$ cat src/rtl/temp_reg_load_arbiter_if.sv
// Handshake and load-strobe bundle between the PIM/MOV requesters and temp_reg_load_arbiter.
// The master side is the requester pair; the slave side is the arbiter.
`timescale 1ns/1ps
interface temp_reg_load_arbiter_if #(
  parameter int N      = 10,
  parameter int NREG   = 4,
  parameter int ADDR_W = 2
);
  logic              pim_valid;
  logic [ADDR_W-1:0] pim_addr;
  logic [N-1:0]      pim_data;
  logic              pim_ready;
  logic              mov_valid;
  logic [ADDR_W-1:0] mov_addr;
  logic [N-1:0]      mov_data;
  logic              mov_ready;
  logic [NREG-1:0]   pim_load;
  logic [NREG-1:0]   mov_load;
  logic [N-1:0]      d_out;
  logic [N-1:0]      mov_out;
  logic              addr_err;

  modport master (
    output pim_valid, pim_addr, pim_data, mov_valid, mov_addr, mov_data,
    input  pim_ready, mov_ready, pim_load, mov_load, d_out, mov_out, addr_err
  );

  modport slave (
    input  pim_valid, pim_addr, pim_data, mov_valid, mov_addr, mov_data,
    output pim_ready, mov_ready, pim_load, mov_load, d_out, mov_out, addr_err
  );
endinterface

$ cat src/rtl/temp_reg_load_arbiter.sv
// Write arbiter for the temp_reg bank: PIM wins same-register conflicts unless MOV has starved.
// Optional macro TEMP_REG_ARB_STATS_EN adds a saturating 16-bit conflict_cnt output.
`timescale 1ns/1ps
module temp_reg_load_arbiter #(
  parameter int N          = 10,
  parameter int NREG       = 4,
  parameter int ADDR_W     = 2,
  parameter int STARVE_MAX = 4
) (
  input  logic                     clk,
  input  logic                     rst_n,
  temp_reg_load_arbiter_if.slave   bus
`ifdef TEMP_REG_ARB_STATS_EN
  ,
  output logic [15:0]              conflict_cnt
`endif
);

  typedef enum logic {PIM_PRI, MOV_PRI} state_t;

  localparam int                CNT_W     = $clog2(STARVE_MAX + 1);
  localparam logic [ADDR_W:0]   LP_NREG   = (ADDR_W + 1)'(NREG);
  localparam logic [CNT_W-1:0]  LP_STARVE = CNT_W'(STARVE_MAX);

  state_t            r_state;
  state_t            w_next_state;
  logic [CNT_W-1:0]  r_starve_cnt;
  logic [CNT_W-1:0]  w_next_cnt;

  logic              w_pim_in_range;
  logic              w_mov_in_range;
  logic              w_conflict;
  logic              w_pim_ready;
  logic              w_mov_ready;
  logic [NREG-1:0]   w_pim_onehot;
  logic [NREG-1:0]   w_mov_onehot;

  logic [NREG-1:0]   r_pim_load;
  logic [NREG-1:0]   r_mov_load;
  logic [N-1:0]      r_d_out;
  logic [N-1:0]      r_mov_out;
  logic              r_addr_err;

  // Out-of-range targets never conflict; they are simply consumed and flagged.
  assign w_pim_in_range = ({1'b0, bus.pim_addr} < LP_NREG);
  assign w_mov_in_range = ({1'b0, bus.mov_addr} < LP_NREG);
  assign w_conflict     = bus.pim_valid && bus.mov_valid &&
                          (bus.pim_addr == bus.mov_addr) && w_pim_in_range;
  assign w_pim_onehot   = NREG'(1) << bus.pim_addr;
  assign w_mov_onehot   = NREG'(1) << bus.mov_addr;

  always_comb begin
    w_pim_ready  = 1'b0;
    w_mov_ready  = 1'b0;
    w_next_state = r_state;
    w_next_cnt   = r_starve_cnt;
    if (rst_n) begin
      w_pim_ready = bus.pim_valid && !(w_conflict && (r_state == MOV_PRI));
      w_mov_ready = bus.mov_valid && !(w_conflict && (r_state == PIM_PRI));
    end
    if (w_mov_ready) begin
      w_next_cnt = '0;
    end else if (bus.mov_valid && (r_starve_cnt < LP_STARVE)) begin
      w_next_cnt = r_starve_cnt + 1'b1;
    end
    case (r_state)
      PIM_PRI: if (w_next_cnt >= LP_STARVE) w_next_state = MOV_PRI;
      MOV_PRI: if (w_mov_ready)             w_next_state = PIM_PRI;
      default:                              w_next_state = PIM_PRI;
    endcase
  end

  always_ff @(posedge clk or negedge rst_n) begin
    if (!rst_n) begin
      r_state      <= PIM_PRI;
      r_starve_cnt <= '0;
    end else begin
      r_state      <= w_next_state;
      r_starve_cnt <= w_next_cnt;
    end
  end

  // Data registers only follow in-range transfers so they hold the last loaded value.
  always_ff @(posedge clk or negedge rst_n) begin
    if (!rst_n) begin
      r_pim_load <= '0;
      r_mov_load <= '0;
      r_d_out    <= '0;
      r_mov_out  <= '0;
      r_addr_err <= 1'b0;
    end else begin
      r_pim_load <= (w_pim_ready && w_pim_in_range) ? w_pim_onehot : '0;
      r_mov_load <= (w_mov_ready && w_mov_in_range) ? w_mov_onehot : '0;
      if (w_pim_ready && w_pim_in_range) r_d_out   <= bus.pim_data;
      if (w_mov_ready && w_mov_in_range) r_mov_out <= bus.mov_data;
      r_addr_err <= (w_pim_ready && !w_pim_in_range) ||
                    (w_mov_ready && !w_mov_in_range);
    end
  end

  assign bus.pim_ready = w_pim_ready;
  assign bus.mov_ready = w_mov_ready;
  assign bus.pim_load  = r_pim_load;
  assign bus.mov_load  = r_mov_load;
  assign bus.d_out     = r_d_out;
  assign bus.mov_out   = r_mov_out;
  assign bus.addr_err  = r_addr_err;

`ifdef TEMP_REG_ARB_STATS_EN
  always_ff @(posedge clk or negedge rst_n) begin
    if (!rst_n) begin
      conflict_cnt <= '0;
    end else if (w_conflict && (conflict_cnt != 16'hFFFF)) begin
      conflict_cnt <= conflict_cnt + 16'd1;
    end
  end
`else
  // Conflict statistics are not built in this configuration.
`endif

endmodule

$ cat src/flat_wrapper.sv
// flat-port wrapper written by rule: the top's interface ports become plain ports
module temp_reg_load_arbiter_flat 
#(
  parameter int N          = 10,
  parameter int NREG       = 4,
  parameter int ADDR_W     = 2,
  parameter int STARVE_MAX = 4
)
  (clk, rst_n, bus_pim_valid, bus_pim_addr, bus_pim_data, bus_mov_valid, bus_mov_addr, bus_mov_data, bus_pim_ready, bus_mov_ready, bus_pim_load, bus_mov_load, bus_d_out, bus_mov_out, bus_addr_err);
  temp_reg_load_arbiter_if #(.N(N), .NREG(NREG), .ADDR_W(ADDR_W)) bus_i ();
  input  logic clk;
  input  logic rst_n;
  input wire logic [$bits(bus_i.pim_valid)-1:0] bus_pim_valid;
  input wire logic [$bits(bus_i.pim_addr)-1:0] bus_pim_addr;
  input wire logic [$bits(bus_i.pim_data)-1:0] bus_pim_data;
  input wire logic [$bits(bus_i.mov_valid)-1:0] bus_mov_valid;
  input wire logic [$bits(bus_i.mov_addr)-1:0] bus_mov_addr;
  input wire logic [$bits(bus_i.mov_data)-1:0] bus_mov_data;
  output wire logic [$bits(bus_i.pim_ready)-1:0] bus_pim_ready;
  output wire logic [$bits(bus_i.mov_ready)-1:0] bus_mov_ready;
  output wire logic [$bits(bus_i.pim_load)-1:0] bus_pim_load;
  output wire logic [$bits(bus_i.mov_load)-1:0] bus_mov_load;
  output wire logic [$bits(bus_i.d_out)-1:0] bus_d_out;
  output wire logic [$bits(bus_i.mov_out)-1:0] bus_mov_out;
  output wire logic [$bits(bus_i.addr_err)-1:0] bus_addr_err;
  assign bus_i.pim_valid = bus_pim_valid;
  assign bus_i.pim_addr = bus_pim_addr;
  assign bus_i.pim_data = bus_pim_data;
  assign bus_i.mov_valid = bus_mov_valid;
  assign bus_i.mov_addr = bus_mov_addr;
  assign bus_i.mov_data = bus_mov_data;
  assign bus_pim_ready = bus_i.pim_ready;
  assign bus_mov_ready = bus_i.mov_ready;
  assign bus_pim_load = bus_i.pim_load;
  assign bus_mov_load = bus_i.mov_load;
  assign bus_d_out = bus_i.d_out;
  assign bus_mov_out = bus_i.mov_out;
  assign bus_addr_err = bus_i.addr_err;
  temp_reg_load_arbiter #(.N(N), .NREG(NREG), .ADDR_W(ADDR_W), .STARVE_MAX(STARVE_MAX)) u_core (.clk(clk), .rst_n(rst_n), .bus(bus_i));
endmodule
$ cat config.mk
export PLATFORM = sky130hd
export DESIGN_NAME = temp_reg_load_arbiter_flat
export DESIGN_NICKNAME = d
export VERILOG_FILES = /design/src/rtl/temp_reg_load_arbiter_if.sv /design/src/rtl/temp_reg_load_arbiter.sv /design/src/flat_wrapper.sv
export SDC_FILE = /design/constraint.sdc
export NUM_CORES = 1
export LEC_CHECK = 0
export BUFFER_PORTS_ARGS = -buffer_cell sky130_fd_sc_hd__buf_4
export CELL_PAD_IN_SITES_DETAIL_PLACEMENT = 0
export CELL_PAD_IN_SITES_GLOBAL_PLACEMENT = 2
export CORE_ASPECT_RATIO = 1.1
export CORE_MARGIN = 1
export CORE_UTILIZATION = 29
export CTS_CLUSTER_SIZE = 25
export DETAILED_ROUTE_END_ITERATION = 10
export HOLD_SLACK_MARGIN = 0.08
export PLACE_DENSITY = 0.76
export SYNTH_ARGS = -nofsm -noshare
export SYNTH_HDL_FRONTEND = slang
export SYNTH_SLANG_ARGS = --single-unit
$ cat constraint.sdc
create_clock -name clk -period 1.8 [get_ports clk]
set_input_delay 0.09 -clock clk [delete_from_list [all_inputs] [get_ports clk]]
set_output_delay 0.09 -clock clk [all_outputs]
set_load 0.05 [all_outputs]
==> results of run 1 <==
## where the power goes
group,switching [W],total [W],internal (W)
sequential,0.0000656,0.000906,0.000841
clock,0.000238,0.000549,0.000311
combinational,0.000469,0.000791,0.000323
total,0.000772,0.00225,0.00147
## layout make-up
cell class / count / area (um2)
well taps: 54 / 67.6
multi-input cells: 45 / 443
repair buffers: 83 / 686
clock buffers: 8 / 90.1
fillers: 410 / 2220
inverters: 3 / 13.8
flip-flops and latches: 32 / 801
## placed cells by master (no fill, tap or decap)
cell type,count
clkbuf_1,2
conb_1,1
and3_2,2
and2_2,1
mux2i_1,1
nor2_1,3
ha_1,1
xnor2_1,3
dlygate4sd3_1,25
nor2b_1,1
a21oi_1,2
dfrtp_1,32
inv_1,1
clkbuf_8,6
inv_2,1
nor3_1,2
inv_4,1
mux2_2,8
nand2_1,2
a41o_2,2
buf_4,58
nor3b_1,4
mux2_4,12
## final timing paths
check,end
setup / recovery,bus_pim_ready
hold / removal,u_core.r_starve_cnt[2]
setup reg to reg,u_core.bus.d_out[0]
hold reg to reg,u_core.r_starve_cnt[2]
max in group asynchronous,u_core.bus.d_out[5]
min in group asynchronous,u_core.bus.mov_out[4]
## registers in the layout, summed over array words and instances, names as in the netlist
register             cells
u_core.bus.d_out        10
u_core.bus.mov_load      4
u_core.bus.mov_out      10
u_core.bus.pim_load      4
u_core.r_starve_cnt      3
u_core.r_state           1
## metal layers
metal,GRT usage,share of wire,vias to the layer above
met5,0,0,-
met4,0.0733,0.028,0
met3,0.0503,0.081,7
met2,0.206,0.45,48
met1,0.159,0.44,456
li1,-,-,460
## kinds of logic (layout without fill, tap and decap cells)
kind of cell,after synthesis,in the layout
multiplexers,21,21
buffers and inverters,6,94
other,1,1
flip-flops,32,32
XOR/XNOR,3,3
AND/OR/NAND/NOR,15,15
adder cells (fa/ha/maj),1,1
AO/OA/AOI/OAI,4,4
## per-stage QoR
stage	cell area, um2	std cells	hold WS [ns]	util
after floorplan	1310	83	-0.206	-
after CTS	2100	225	0.0854	0.487
after global routing	2100	225	0.0933	0.487
after global placement	1760	192	-0.0631	0.408
final	2100	225	0.0929	0.487
after detailed placement	1760	192	-0.0606	0.408
## what timing repair did
action	4_1_cts	5_1_grt
endpoints found under the hold margin	58	0
hold buffers	25	0
endpoints found under the setup margin	0	0
## worst max-delay path: cells and delay by family, from the launching register on
| kind | cells | cell delay (ns) |
|---|---|---|
| DFF | 1 | 0.38 |
| buffers and inverters | 2 | 0.51 |
| AOI/OAI and AO/OA | 1 | 0.25 |
==> metrics.md, run 1 <==
| Metric | Value |
|---|---|
| Total track usage | 0.133 |
| Post-synthesis simple-gate area fraction | 0.0671 |
| RSZ-0062 raised after global routing | no |
| Largest net degree at the start of global routing | 23 |
| Core area | 4320 um2 |
| Share of cells above drive strength 1 | 0.532 |
| Total CTS buffers | 5 |
| Antenna cells | 0 |
| Final Hold Vio Count | 0 |
| Insertion delay to the later sink of the worst-skew pair | 0.28 ns |
| Hold_sp | bus_mov_valid |
| Die Area | 4770 um2 |
| Post-route setup slack | 0.290 ns |
| Vias per inst | 4.32 |
| Post-synth top area share | 0.614 |
| Synth Area in Adders | 0.00959 |
| Pre-antenna DRT Iters | 3 |
| Clock slew at reported path FFs | 0.06 ns |
| Die Wd | 66.0 um |
| Total power | 0.00225 W |
| Initial core utilization | 0.302 |
| Sequential share of the synthesized area | 0.614 |
| R2R Path Start | u_core.r_state |
| Clk Tree Root Cell | clkbuf_8 |
| Max Slew Vio Count | 0 |
| Vias in the first global route | 1022 |
| Leak pwr | 1.03 nW |
| Detailed Route WL | 2.86 mm |
| Relative slew margins | 0.665 |
| Synth top area cells | dfrtp_1, mux2_4, mux2_2 |
| Xor and xnor area share after synthesis | 0.0201 |
| Yosys cell types | 21 |
| Routed WL per cell | 12.7 um |
| Post-CTS Setup Bufs | 0 |
| Crit path required time | 1.71 ns |
| Synth warn | 0 |
| Worst hold path stage count | 3 |
| Ports | 59 |
| CP Capture Type | output port |
| Worst-Margin Slew | 0.501 ns |
| Largest family of logic cells by synthesized area | multiplexers |
| Synth Net Count | 112 |
| Initial drt markers | 41 |
| Status | completed |
| Post-synth top cells | dfrtp_1, mux2_4, mux2_2 |
| Worst slack, placed | 0.367 ns |
| Nets | 199 |
| Post-CTS resize count | 0 |
| Rows | 25 |
| R2R depth | 3 |
| H-tree levels | 2 |
| TritonCTS clock tree | done |
| Area delta synth->final | 61.0% |
| PD cells | 1070 nW/um2 |
| Detail Route Antenna Nets | 0 |
| Setup Viol. Count Final | 0 |
| IO buf count | 57 |
| DR vias | 971 |
| Multiplexer share of the synthesized area | 0.215 |
| Mean Syn Cell Area | 15.7 um2 |
| Num Clock Sinks | 32 |
| Period utilization | 0.839 |
| DP Wirelength | 1.97 mm |
| Max stage delay on crit path | 0.38 ns |
| Register bit total from synthesis | 32 |
| DRC | 0 |
| Worst Path Max Fanout | 12 |
| Reg2Reg Setup Slack | 0.44 ns |
| First-pass GRT wire length | 4.71 mm |
| Global placer's final weighted congestion | 0.669 |
| Congestion Overflow GR | 0 |
| Initial antenna violation count | 0 |
| Critical path class | flip-flop to output port |
| Post-Synthesis Cells | 83 |
| Compound-Gate Fraction of Synth Area | 0.0249 |
| EDFF count, synth | 0 |
| Die Span Y | 72.4 um |
| Cell accounting for the most synthesized area | dfrtp_1 |
| Fin crit period | 1.51 ns |
| Max Cap Viol | 0 |
| Main synth FF type | dfrtp_1 |
| CP Launch Type | flip-flop |
| Worst Skew | 0.00286 ns |
| Setup TNS | 0 ns |
| Ys async rst share | 1.00 |
| Critical path origin | u_core.r_state |
| Top-count cell post-synth | dfrtp_1 |
| Max clock buf depth | 2 |
| Critical Path Slowest Stage Cell | dfrtp_1 |
| WP data arrival | 1.42 ns |
| Tightest Hold Check Type | input pin to flip-flop |
| Worst VDD drop | 0.495 mV |
| Synthesized area | 1310 um2 |
| CP cell instances | a41o_2 -> inv_2 -> buf_4 |
| Fmax | 0.662 GHz |
(Power assumes the default switching activity.)
==> run 2, diff against run 1 <==
Settings changed: ABC_AREA set to 1, CORE_UTILIZATION 29 to 23, PLACE_DENSITY 0.76 to 0.73.
Clock period 1.8 ns to 1.3 ns, I/O delays scaled along.
==> run 2 against run 1 <==
  * Total power is 49% higher
  * Synthesized cell count is 82% higher
  * Non-clock buffer count rose by 15
  * Count of clock-buffer cells in the layout fell by 1
  * Combinational power grew 37%
  * Wire length up 23%
  * Critical path depth increased by 1
  * Sequential cell count is the same
  * Setup slack worse by 0.22 ns
  * Hold slack got worse by 0.0082 ns
  * Largest power group unchanged
==> metrics.md, run 2 <==
| Metric | Value |
|---|---|
| Status | completed |
| CP Capture Type | output port |
| Worst path depth | 4 |
| Die Span Y | 81.8 um |
| TritonCTS clock tree | done |
| Initial antenna violation count | 0 |
| Most frequent cells in the layout | buf_4, nand2_1, dfrtp_1 |
| Main synth FF type | dfrtp_1 |
| EDFF count, synth | 0 |
| Detail Route Antenna Nets | 0 |
| Insertion delay to the later sink of the worst-skew pair | 0.28 ns |
| Final instance area | 2360 um2 |
| CP cell instances | nand3_2 -> nand2_4 -> inv_1 -> buf_4 |
| DRC | 0 |
| Pre-antenna DRT Iters | 4 |
| Largest net degree at the start of global routing | 19 |
| Commonest non-fill, non-tap cell in the layout | buf_4 |
| Vias per inst | 3.94 |
| Post-synth top cells | nand2_1, dfrtp_1, nand3_1 |
| Ports | 59 |
| Die Wd | 74.5 um |
| CP Launch Type | flip-flop |
| Initial core utilization | 0.243 |
| Synth warn | 0 |
| Reg2Reg Setup Slack | 0.20 ns |
| Post-layout util | 0.432 |
| Post-Synthesis Cells | 151 |
| R2R Path End | u_core.bus.mov_out[7] |
| M3 GR Usage | 0.0491 |
| R2R Path Start | u_core.r_state |
| Fill cell count | 575 |
| Synth top area cells | dfrtp_1, nand2_1, nand3_1 |
| IO buf count | 57 |
| Register bit total from synthesis | 32 |
| Max stage delay on crit path | 0.38 ns |
| Post-synth top area share | 0.602 |
| Antenna cells | 0 |
| Mean Syn Cell Area | 8.81 um2 |
| Period utilization | 0.947 |
| Leak pwr | 1.28 nW |
| Worst VDD drop | 0.552 mV |
| Synthesized area | 1330 um2 |
| R2R depth | 6 |
| Family with the most delay on the worst path | flip-flops |
| Critical Path Slowest Stage Cell | dfrtp_1 |
| Total track usage | 0.129 |
| Met2 Use GR | 0.215 |
| Fin crit period | 1.23 ns |
| DR vias | 1281 |
| Synth Net Count | 180 |
| Yosys cell types | 19 |
| Vias in the first global route | 1329 |
| First-pass GRT wire length | 5.89 mm |
| Worst Skew | 0.00646 ns |
| Die Area | 6090 um2 |
| GRT busiest layer | met2 |
| Worst Path Max Fanout | 10 |
| Congestion Overflow GR | 0 |
| Cell accounting for the most synthesized area | dfrtp_1 |
| GRT met1 Usage | 0.155 |
| Crit path required time | 1.24 ns |
| Clk Tree Root Cell | clkbuf_8 |
| Routed WL per cell | 10.8 um |
| Max Cap Viol | 0 |
| Critical path origin | u_core.r_state |
| Total power | 0.00335 W |
| WP data arrival | 1.17 ns |
| Rows | 28 |
| RSZ-0062 raised after global routing | yes |
| Max clock buf depth | 2 |
| Setup Viol. Count Final | 0 |
| Fmax | 0.812 GHz |
| Max Slew Vio Count | 0 |
| Core area | 5470 um2 |
| Ys async rst share | 1.00 |
| Setup TNS | 0 ns |
| Num Clock Sinks | 32 |
| Final Hold Vio Count | 0 |
| Critical path class | flip-flop to output port |
| Area delta synth->final | 77.6% |
| Initial drt markers | 62 |
| Clock slew at reported path FFs | 0.07 ns |
| H-tree levels | 2 |
| Worst Path Buf+Inv | 2 |
| Detailed Route WL | 3.51 mm |
| Nets | 278 |
| Tightest Hold Check Type | input pin to flip-flop |
| Worst hold path stage count | 4 |
| Placement Cell Area | 1880 um2 |
| Share of cells above drive strength 1 | 0.332 |
| Top-count cell post-synth | nand2_1 |
| CP Capture Point | bus_pim_ready |
| Global placer's final weighted congestion | 0.733 |
| Total CTS buffers | 5 |
| PD cells | 1420 nW/um2 |
| Sequential share of the synthesized area | 0.602 |
| DP Wirelength | 2.44 mm |
## run 2: cell type report
| class | count | area [um2] | share of cell area |
|---|---|---|---|
| Clock buffer | 7 | 96.3 | 0.0408 |
| Sequential cell | 32 | 801 | 0.339 |
| Clock inverter | 1 | 30.0 | 0.0127 |
| Tap cell | 75 | 93.8 | 0.0397 |
| Inverter | 12 | 45.0 | 0.0191 |
| Timing Repair Buffer | 98 | 832 | 0.352 |
| Multi-Input combinational cell | 100 | 464 | 0.197 |
## run 2: worst min-delay path, stage by stage
cell and delay [ns]:
buf_4 0.09, inv_1 0.07, nand2_1 0.07, nor2_1 0.04
## run 2: power breakdown
part	switching, W	total (W)	internal [W]
logic	0.000678	0.00108	0.000399
registers	0.0000883	0.00124	0.00115
clock network	0.000354	0.00103	0.000676
total	0.00112	0.00335	0.00223
## run 2: timing repair
item                                   4_1_cts  5_1_grt
hold buffers                                31        1
setup buffers                                1        1
endpoints found under the hold margin       60        1
setup endpoints to repair                    1        4
pin swaps                                    1        3
resized for setup                            2        7
## run 2: layer usage
| metal | routed length, um | up-vias |
|---|---|---|
| met5 | 0 | - |
| met4 | 32 | 0 |
| met3 | 270 | 4 |
| met2 | 1580 | 53 |
| met1 | 1630 | 567 |
| li1 | - | 657 |
## run 2: worst min path at each step
stage / from / endpoint / slack (ns)
floorplan: rst_n / u_core.bus.d_out[0] / -0.23
global placement: rst_n / u_core.r_starve_cnt[2] / 0.04
detailed placement: rst_n / u_core.r_starve_cnt[2] / 0.05
CTS: bus_mov_valid / u_core.r_state / 0.08
global route: bus_pim_addr[1] / u_core.bus.pim_load[0] / 0.14
finish: bus_pim_addr[1] / u_core.bus.pim_load[0] / 0.08
## run 2: cell families (layout without fill, tap and decap cells)
group | after synthesis | after routing | synth area share
simple gates | 93 | 93 | 0.289
xor+xnor | 1 | 1 | 0.00659
mux | 1 | 1 | 0.00753
fa+ha+maj | 1 | 1 | 0.00941
compound gates | 3 | 3 | 0.0132
flops | 32 | 32 | 0.602
other cells | 1 | 1 | 0.00282
buf+inv | 19 | 118 | 0.0696
## run 2: per-stage QoR
step / hold WS [ns] / std cells / setup WS [ns]
2_1_floorplan: -0.231 / 151 / 0.185
3_3_place_gp: 0.0437 / 284 / 0.187
3_5_place_dp: 0.0486 / 284 / 0.152
4_1_cts: 0.0813 / 324 / 0.00419
5_1_grt: 0.135 / 325 / -0.0184
6_report: 0.0847 / 325 / 0.0683
==> run 3, diff against run 2 <==
Settings changed: CELL_PAD_IN_SITES_DETAIL_PLACEMENT 0 to not set, CELL_PAD_IN_SITES_GLOBAL_PLACEMENT 2 to not set, CORE_UTILIZATION 23 to 35, PLACE_DENSITY 0.73 to not set.
==> run 3 against run 2 <==
  * Highest routed layer unchanged
  * Count of clock-buffer cells in the layout fell by 1
  * Setup slack improved by 0.011 ns
  * Final area fell by 6.1%
  * Critical endpoint is now bus_mov_ready
  * Die area down 33%
  * Maximum frequency up 0.92%
  * Via count is 0.55% higher
  * Clock skew shrank 0.0034 ns
  * Global-route usage grew 6.7 points
  * Critical path depth increased by 1
  * Hold slack got worse by 0.0095 ns
  * Sequential share of layout area increased by 2.2 points
==> metrics.md, run 3 (synthesized netlist as in run 2, its figures left out) <==
| Metric | Value |
|---|---|
| Ports | 59 |
| Vias per inst | 4.37 |
| Global placer's final weighted congestion | 0.795 |
| Commonest non-fill, non-tap cell in the layout | buf_4 |
| Rows | 23 |
| Initial antenna violation count | 0 |
| Die Span Y | 66.7 um |
| Max Slew Vio Count | 0 |
| Met2 Use GR | 0.354 |
| M3 GR Usage | 0.0427 |
| R2R Path Start | u_core.r_state |
| Vias in the first global route | 1309 |
| CP Launch Type | flip-flop |
| Antenna cells | 0 |
| Clock slew at reported path FFs | 0.06 ns |
| WP data arrival | 1.16 ns |
| Max stage delay on crit path | 0.39 ns |
| Most frequent cells in the layout | buf_4, nand2_1, dfrtp_1 |
| Worst Path Max Fanout | 3 |
| Total track usage | 0.196 |
| Post-layout util | 0.611 |
| Routed WL per cell | 12.4 um |
| Initial drt markers | 60 |
| Max Cap Viol | 0 |
| IO buf count | 57 |
| Critical Path Slowest Stage Cell | dfrtp_1 |
| Status | completed |
| DP Wirelength | 2.42 mm |
| R2R Path End | u_core.bus.mov_out[5] |
| Pre-antenna DRT Iters | 4 |
| Critical path class | flip-flop to output port |
| Insertion delay to the later sink of the worst-skew pair | 0.27 ns |
| Core area | 3630 um2 |
| H-tree levels | 2 |
| Worst slack, placed | 0.157 ns |
| Post-route setup slack | 0.0796 ns |
| Fin crit period | 1.22 ns |
| Detailed Route WL | 3.65 mm |
| Num Clock Sinks | 32 |
| Crit path required time | 1.24 ns |
| Setup Viol. Count Final | 0 |
| CP cell instances | inv_1 -> nand3_2 -> nand2_2 -> inv_1 -> buf_6 |
| CP Capture Point | bus_mov_ready |
| PD cells | 1350 nW/um2 |
| Fmax | 0.819 GHz |
| Period utilization | 0.939 |
| Die Area | 4050 um2 |
| Tightest Hold Check Type | input pin to flip-flop |
| Hold_sp | bus_mov_addr[1] |
| Congestion Overflow GR | 0 |
| GRT met1 Usage | 0.215 |
| First-pass GRT wire length | 5.78 mm |
| TritonCTS clock tree | done |
| Fill cell count | 350 |
| Nets | 274 |
| Critical path origin | u_core.r_state |
| Worst Skew | 0.00308 ns |
| Area delta synth->final | 66.7% |
| DR vias | 1288 |
| Detail Route Antenna Nets | 0 |
| Die Wd | 60.8 um |
| Share of cells above drive strength 1 | 0.318 |
| Total CTS buffers | 5 |
| Largest net degree at the start of global routing | 19 |
| Cell repeated most along the worst path | inv_1 |
| DRC | 0 |
| GRT busiest layer | met2 |
| Initial core utilization | 0.367 |
| Leak pwr | 1.23 nW |
| R2R depth | 7 |
| Worst VDD drop | 0.826 mV |
| Max clock buf depth | 2 |
| Final Hold Vio Count | 0 |
| Clk Tree Root Cell | clkbuf_8 |
| Reg2Reg Setup Slack | 0.15 ns |
| CP Capture Type | output port |
run 3: cell types whose count changed in the layout (fill, tap and decap cells not counted), sizes merged:
cell / delta
buf: -1
bufinv: -1
clkbuf: -1
clkinv: +1
dlygate4sd3: -2
dlymetal6s4s: -1
run 3: worst max-delay path, delay by kind of cell, from the launching register on:
kind | cells | cell delay (ns)
and+or+nand+nor | 2 | 0.18
buffers and inverters | 3 | 0.31
DFF | 1 | 0.39
run 3: stage by stage:
stage	total power (W)	cells	area [um2]	setup TNS [ns]	hold WS [ns]
after global placement	0.00221	259	1830	0	0.0505
after detailed placement	0.00224	259	1830	0	0.0592
after floorplan	0.00189	151	1330	0	-0.231
after global routing	0.00315	295	2220	-0.00753	0.0890
final	0.00300	295	2220	0	0.0752
after CTS	0.00301	296	2210	0	0.0803
run 3: power by group:
group / internal [W] / switching (W)
logic: 0.000385 / 0.000683
clock network: 0.000363 / 0.000324
registers: 0.00115 / 0.0000919
total: 0.00190 / 0.00110
run 3: what timing repair did:
| item | 4_1_cts | 5_1_grt |
|---|---|---|
| endpoints found under the hold margin | 60 | 1 |
| gates resized for setup | 0 | 4 |
| pin swaps | 1 | 0 |
| endpoints found under the setup margin | 1 | 4 |
| hold buffers | 29 | 1 |
| buffers inserted | 1 | 0 |
run 3: layout make-up:
class                   instances  area [um2]  area share
repair buffers                 94         779       0.352
multi-input cells             100         452       0.204
well taps                      50        62.6      0.0282
clock buffers                   6        72.6      0.0327
clock inverters                 1        5.00     0.00226
inverters                      12        45.0      0.0203
flip-flops and latches         32         801       0.361
run 3: worst min path at each step:
stage,endpoint,slack [ns],cells past startpoint
floorplan,u_core.bus.d_out[0],-0.23,0
global placement,u_core.r_starve_cnt[0],0.05,2
detailed placement,u_core.r_starve_cnt[0],0.06,2
CTS,u_core.r_state,0.08,3
global route,u_core.r_state,0.09,3
finish,u_core.bus.mov_load[0],0.08,4
run 3: routing by layer:
layer	part of all wire	vias up
li1	-	645
met1	0.41	585
met2	0.52	54
met3	0.066	4
met4	0.0096	0
met5	0	-
